$ cat src/rtl/multi_lane_distributer.sv
// Multi-lane distributer: stripes a serial symbol stream across LANES lanes on TX,
// serialises lane-parallel words back to symbols on RX; ordered sets pass through whole.
module multi_lane_distributer #(
  parameter int LANES = 2,
  parameter int W     = 8
) (
  input  logic                 clk,
  input  logic                 rst,
  input  logic                 enable_t,
  input  logic                 enable_r,
  input  logic                 data_mode,
  input  logic [W-1:0]         tx_in_data,
  input  logic                 tx_in_valid,
  output logic                 tx_in_ready,
  input  logic [LANES*W-1:0]   tx_os_in,
  input  logic                 tx_os_valid,
  input  logic                 tx_flush,
  output logic [LANES*W-1:0]   tx_lanes_out,
  output logic                 tx_out_valid,
  input  logic                 tx_out_ready,
  input  logic [LANES*W-1:0]   rx_lanes_in,
  input  logic                 rx_in_valid,
  output logic                 rx_in_ready,
  output logic [LANES*W-1:0]   rx_out_data,
  output logic                 rx_out_valid,
  input  logic                 rx_out_ready,
  output logic                 rx_out_last,
  output logic                 rx_lanes_on,
  output logic [15:0]          rx_word_count
);

  localparam int DW = LANES * W;
  localparam int IW = (LANES > 1) ? $clog2(LANES) : 1;
  localparam int CW = $clog2(LANES + 1);

  // Handshake rule for every stream here: a transfer happens on a rising edge
  // where valid && ready; valid/data hold until that edge, ready may depend on valid.

  logic mode_q;
  logic mode_chg;

  // TX state
  logic [DW-1:0] tx_slots;
  logic [IW-1:0] tx_idx;
  logic          tx_flush_pend;

  logic          tx_out_free;
  logic          tx_accept;
  logic [DW-1:0] tx_base_slots;
  logic [IW-1:0] tx_base_idx;
  logic [DW-1:0] tx_new_slots;
  logic [CW-1:0] tx_cnt;
  logic          tx_flush_req;
  logic          tx_emit_full;
  logic          tx_emit_part;
  logic          tx_pend_next;

  // RX state
  logic          rx_busy;
  logic [DW-1:0] rx_word;
  logic [IW-1:0] rx_lane;
  logic [W-1:0]  rx_sym [LANES];
  logic [IW-1:0] rx_next_lane;
  logic          rx_accept;
  logic          rx_out_fire;

  assign mode_chg = (data_mode != mode_q);

  always_ff @(posedge clk or negedge rst) begin
    if (!rst) mode_q <= 1'b0;
    else      mode_q <= data_mode;
  end

  // ---------------------------------------------------------------- TX side
  assign tx_out_free = !tx_out_valid || tx_out_ready;
  assign tx_in_ready = enable_t && data_mode && tx_out_free;
  assign tx_accept   = tx_in_valid && tx_in_ready;

  always_comb begin
    // A mode change drops the partial word; a symbol taken on that edge starts a fresh one.
    tx_base_slots = mode_chg ? '0 : tx_slots;
    tx_base_idx   = mode_chg ? '0 : tx_idx;
    tx_new_slots  = tx_base_slots;
    if (tx_accept) tx_new_slots[tx_base_idx*W +: W] = tx_in_data;
    tx_cnt        = CW'(tx_base_idx) + CW'(tx_accept);
    tx_flush_req  = tx_flush || (tx_flush_pend && !mode_chg);
    tx_emit_full  = (tx_cnt == CW'(LANES));
    tx_emit_part  = tx_flush_req && (tx_cnt != '0) && tx_out_free && !tx_emit_full;
    tx_pend_next  = tx_flush_req && (tx_cnt != '0) && !tx_out_free;
  end

  always_ff @(posedge clk or negedge rst) begin
    if (!rst) begin
      tx_slots      <= '0;
      tx_idx        <= '0;
      tx_flush_pend <= 1'b0;
      tx_lanes_out  <= '0;
      tx_out_valid  <= 1'b0;
    end else if (!enable_t) begin
      tx_slots      <= '0;
      tx_idx        <= '0;
      tx_flush_pend <= 1'b0;
      tx_lanes_out  <= '0;
      tx_out_valid  <= 1'b0;
    end else if (data_mode) begin
      if (tx_emit_full || tx_emit_part) begin
        // Slots return to zero so the unfilled lanes of a later partial word read 0.
        tx_lanes_out <= tx_new_slots;
        tx_out_valid <= 1'b1;
        tx_slots     <= '0;
        tx_idx       <= '0;
      end else begin
        tx_slots <= tx_new_slots;
        tx_idx   <= IW'(tx_cnt);
        if (tx_out_valid && tx_out_ready) tx_out_valid <= 1'b0;
      end
      tx_flush_pend <= tx_pend_next;
    end else begin
      tx_slots      <= '0;
      tx_idx        <= '0;
      tx_flush_pend <= 1'b0;
      if (tx_os_valid && tx_out_free) begin
        tx_lanes_out <= tx_os_in;
        tx_out_valid <= 1'b1;
      end else if (tx_out_valid && tx_out_ready) begin
        tx_out_valid <= 1'b0;
      end
    end
  end

  // ---------------------------------------------------------------- RX side
  assign rx_out_fire = rx_out_valid && rx_out_ready;

  always_comb begin
    if (!enable_r)      rx_in_ready = 1'b0;
    else if (data_mode) rx_in_ready = !rx_busy || (rx_out_fire && rx_out_last);
    else                rx_in_ready = !rx_out_valid || rx_out_ready;
  end

  assign rx_accept = rx_in_valid && rx_in_ready;

  always_comb begin
    for (int k = 0; k < LANES; k++) rx_sym[k] = rx_word[k*W +: W];
    rx_next_lane = (rx_lane == IW'(LANES - 1)) ? '0 : rx_lane + 1'b1;
  end

  always_ff @(posedge clk or negedge rst) begin
    if (!rst) begin
      rx_busy       <= 1'b0;
      rx_word       <= '0;
      rx_lane       <= '0;
      rx_out_data   <= '0;
      rx_out_valid  <= 1'b0;
      rx_out_last   <= 1'b0;
      rx_word_count <= '0;
      rx_lanes_on   <= 1'b0;
    end else begin
      rx_lanes_on <= enable_r;
      if (!enable_r) begin
        rx_busy      <= 1'b0;
        rx_word      <= '0;
        rx_lane      <= '0;
        rx_out_data  <= '0;
        rx_out_valid <= 1'b0;
        rx_out_last  <= 1'b0;
      end else if (data_mode) begin
        if (rx_out_fire && rx_out_last && !mode_chg) rx_word_count <= rx_word_count + 16'd1;
        if (rx_accept) begin
          rx_word      <= rx_lanes_in;
          rx_lane      <= '0;
          rx_out_data  <= DW'(rx_lanes_in[W-1:0]);
          rx_out_valid <= 1'b1;
          rx_out_last  <= (LANES == 1);
          rx_busy      <= 1'b1;
        end else if (mode_chg) begin
          rx_busy      <= 1'b0;
          rx_lane      <= '0;
          rx_out_valid <= 1'b0;
          rx_out_last  <= 1'b0;
        end else if (rx_out_fire) begin
          if (rx_out_last) begin
            rx_busy      <= 1'b0;
            rx_lane      <= '0;
            rx_out_valid <= 1'b0;
            rx_out_last  <= 1'b0;
          end else begin
            rx_lane     <= rx_next_lane;
            rx_out_data <= DW'(rx_sym[rx_next_lane]);
            rx_out_last <= (rx_next_lane == IW'(LANES - 1));
          end
        end
      end else begin
        rx_busy <= 1'b0;
        rx_lane <= '0;
        if (rx_accept) begin
          rx_out_data  <= rx_lanes_in;
          rx_out_valid <= 1'b1;
          rx_out_last  <= 1'b1;
        end else if (mode_chg || rx_out_fire) begin
          rx_out_valid <= 1'b0;
          rx_out_last  <= 1'b0;
        end
      end
    end
  end

endmodule

$ cat config.mk
export PLATFORM = sky130hd
export DESIGN_NAME = multi_lane_distributer
export DESIGN_NICKNAME = d
export VERILOG_FILES = /design/src/rtl/multi_lane_distributer.sv
export SDC_FILE = /design/constraint.sdc
export NUM_CORES = 1
export LEC_CHECK = 0
export ABC_AREA = 1
export CAP_MARGIN = 20
export CORE_ASPECT_RATIO = 0.6
export CORE_MARGIN = 2
export CORE_UTILIZATION = 50
export DETAILED_ROUTE_END_ITERATION = 10
export HOLD_SLACK_MARGIN = 0.06
export PLACE_DENSITY = 0.8
export SKIP_LAST_GASP = 1
export SYNTH_ARGS = -nofsm -noshare
export SYNTH_HDL_FRONTEND = slang
export SYNTH_SLANG_ARGS = --single-unit
$ cat constraint.sdc
create_clock -name clk -period 5.11 [get_ports clk]
set_input_delay 1.022 -clock clk [delete_from_list [all_inputs] [get_ports clk]]
set_output_delay 1.022 -clock clk [all_outputs]
set_load 0.01 [all_outputs]
==> qor.yml <==
cp_max_fo: 5
dp_slack_ns: 1.401
num-nets-final: 708
dieArea_um2: 9822
syn-cell-area_um2: 4511
total_power_mw: 1.717
antenna_found_initial: 0
grt-ovfl-total: 0
synth_seq_cells: 89
async_flop_share_pct: 100.0
powerDensity_nw_per_um2: 290.2
syn_avg_cell_area_um2: 8.127
outcome: "complete, no violations"
fmax_ghz: 0.2695
gp_congestion: 0.8880
startpoint_type: "primary input"
coreArea_um2: 8621
setup_ws_ns: 1.399
worst_skew_pair.late_latency_ns: 0.34
drv_cap: 0
setup_viol: 0
fin_crit_sh_pct: 72.62
cp-end-kind: "primary output"
die_w_um: 126.6
hp-class: "reg2reg"
cts_buffers: 9
yosys.cell_types.count: 32
yosysWarningCount: 0
synth_cells: 555
critPathArrivalTime_ns: 2.69
slew_violations: 0
drive_gt1_share_pct: 8.649
clk_pin_slew_worst_paths_ns: 0.06
grt_pass1_wl_um: 19150
io_pins: 105
chipHeight_um: 77.57
area_growth_pct: 31.18
synth_fp_nets: 609
fp-row-count: 26
grt_max_degree: 58
cts_tree: "yes"
fin_skew_ns: 0.005243
htreeDepth: 3
finalSetupTns_ns: 0
drt-pass1-iter-count: 5
cts.path.max_buffers: 2
synth_edf_count: 0
initial_core_util_pct: 52.32
viasPerCell: 5.294
nFillCells: 653
wl_per_cell_um: 15.50
finalCriticalPeriod_ns: 3.711
worst_ir_drop_vdd_v: 0.0002162
cts-root-buf: "clkbuf_16"
worstSetupPathType: "in2out"
ys_seq_area_share_pct: 49.38
numClockSinks: 89
hpwl_um: 8596
ctsResizeCount: 0
drtAntennaViolNets: 0
drt_iter0_drc: 455
tightest_slew_ns: 0.7593
first_global_vias: 3727
diodes: 0
drc: 0
post-cts-setup-buffer-count: 0
max_slew_margin_pct: 49.38
cts_hold_buf: 0
whs_ns: 0.4734
rsz0062_at_grt: "no"
hold_viol: 0
synth_flop_cell: "dfrtp_1"
grt_usage_pct: 24.98
portBuffers: 104
p_leak_nw: 2.808
critical_path_required_ns: 4.09
wl_um: 11950
vias: 4082
[routing by layer]
layer / vias up / part of all wire [%] / GRT usage, % / wire length (µm)
met1: 1926 / 50 / 39.34 / 6011
met4: 0 / 0.95 / 5.604 / 113
met2: 153 / 43 / 34.92 / 5101
li1: 1991 / - / - / -
met5: - / 0 / 0 / 0
met3: 12 / 6.1 / 5.586 / 723
[critical path, stage by stage]
cell,delay [ns]
clkdlybuf4s50_1,0.65
nand2_1,0.17
inv_1,0.11
nand2_1,0.09
nand2_4,0.10
clkdlybuf4s50_1,0.54
[placed cells by master (no fill, tap or decap), types with 4 or more instances in the layout]
cell,n
nand2_4,5
clkdlybuf4s50_1,102
o21ai_1,9
inv_1,41
nor2_1,42
clkbuf_16,9
o21ai_0,19
xnor2_1,7
nor3_1,5
nand2_1,168
xor2_1,5
mux2i_1,8
nand3_1,81
or2_2,11
dfrtp_1,89
a21oi_1,19
inv_2,4
[sequential cells by signal (all words and copies together) (netlist names)]
signal	flops
mode_q	1
rx_busy	1
rx_lane	1
rx_lanes_on	1
rx_out_data	16
rx_out_last	1
rx_out_valid	1
rx_word	16
rx_word_count	16
tx_flush_pend	1
tx_idx	1
tx_lanes_out	16
tx_out_valid	1
tx_slots	16
[layout make-up]
type                            instances  area [µm²]  share of cell area [%]
Clock buffer                            9       225.2                   3.806
Clock inverter                          7       95.09                   1.607
Inverter                               48       187.7                   3.172
Multi-Input combinational cell        400        1993                   33.69
Sequential cell                        89        2227                   37.64
Tap cell                              112       140.1                   2.368
Timing Repair Buffer                  106        1049                   17.72
[path summary, 6_finish.rpt]
| kind | startpoint | endpoint | slack, ns | cells past startpoint |
|---|---|---|---|---|
| worst max-delay path | enable_r | rx_in_ready | 1.40 | 6 |
| worst min-delay path | rx_word[12]$_DFFE_PN0P_ | rx_word[12]$_DFFE_PN0P_ | 0.47 | 2 |
| worst max register to register | mode_q$_DFF_PN0_ | tx_lanes_out[4]$_DFFE_PN0P_ | 2.68 | 10 |
| worst min register to register | rx_word[12]$_DFFE_PN0P_ | rx_word[12]$_DFFE_PN0P_ | 0.47 | 2 |
| max in group asynchronous | rst | rx_out_last$_DFFE_PN0P_ | 3.44 | 2 |
| min in group asynchronous | rst | rx_word[14]$_DFFE_PN0P_ | 0.74 | 1 |
[cell families after synthesis]
kind of cell / synth area share (%)
adders and majority gates: 0.8323
DFF: 49.38
and+or+nand+nor: 32.93
buffers and inverters: 6.436
xor gates and xnor gates: 2.330
AOI/OAI and AO/OA: 6.324
muxes: 1.775
[synth_stat cells (3+ instances only)]
library cell    n  area (µm²)
inv_2           4       15.01
nand2_1       168       630.6
o21ai_1         9       45.04
nand2_2         3       18.77
dfrtp_1        89        2227
inv_1          41       153.9
or2_2          11       68.82
o21ai_0        19       95.09
nand2_4         5       56.30
buf_2           4       20.02
a21oi_1        19       95.09
nor2_4          3       33.78
nor2_1         42       157.7
ha_1            3       37.54
mux2i_1         8       80.08
xnor2_1         7       61.31
inv_4           3       18.77
clkbuf_1        6       22.52
nor3_1          5       25.02
buf_4           4       30.03
nand3_1        81       405.4
nand3_2         3       30.03
xor2_1          5       43.79
[through the flow]
stage | util, % | area [µm²] | std cells
after floorplan | - | 4511 | 555
after global routing | 68.64 | 5917 | 771
after CTS | 68.64 | 5917 | 771
after global placement | 64.92 | 5597 | 755
after detailed placement | 64.92 | 5597 | 755
final | 68.64 | 5917 | 771
[where the power goes]
group / switching [mW] / leakage, nW / internal (mW)
sequential: 0.0248 / 1.20 / 0.737
clock: 0.278 / 0.155 / 0.428
combinational: 0.138 / 1.45 / 0.111
total: 0.441 / 2.81 / 1.28
(Power assumes the default switching activity.)
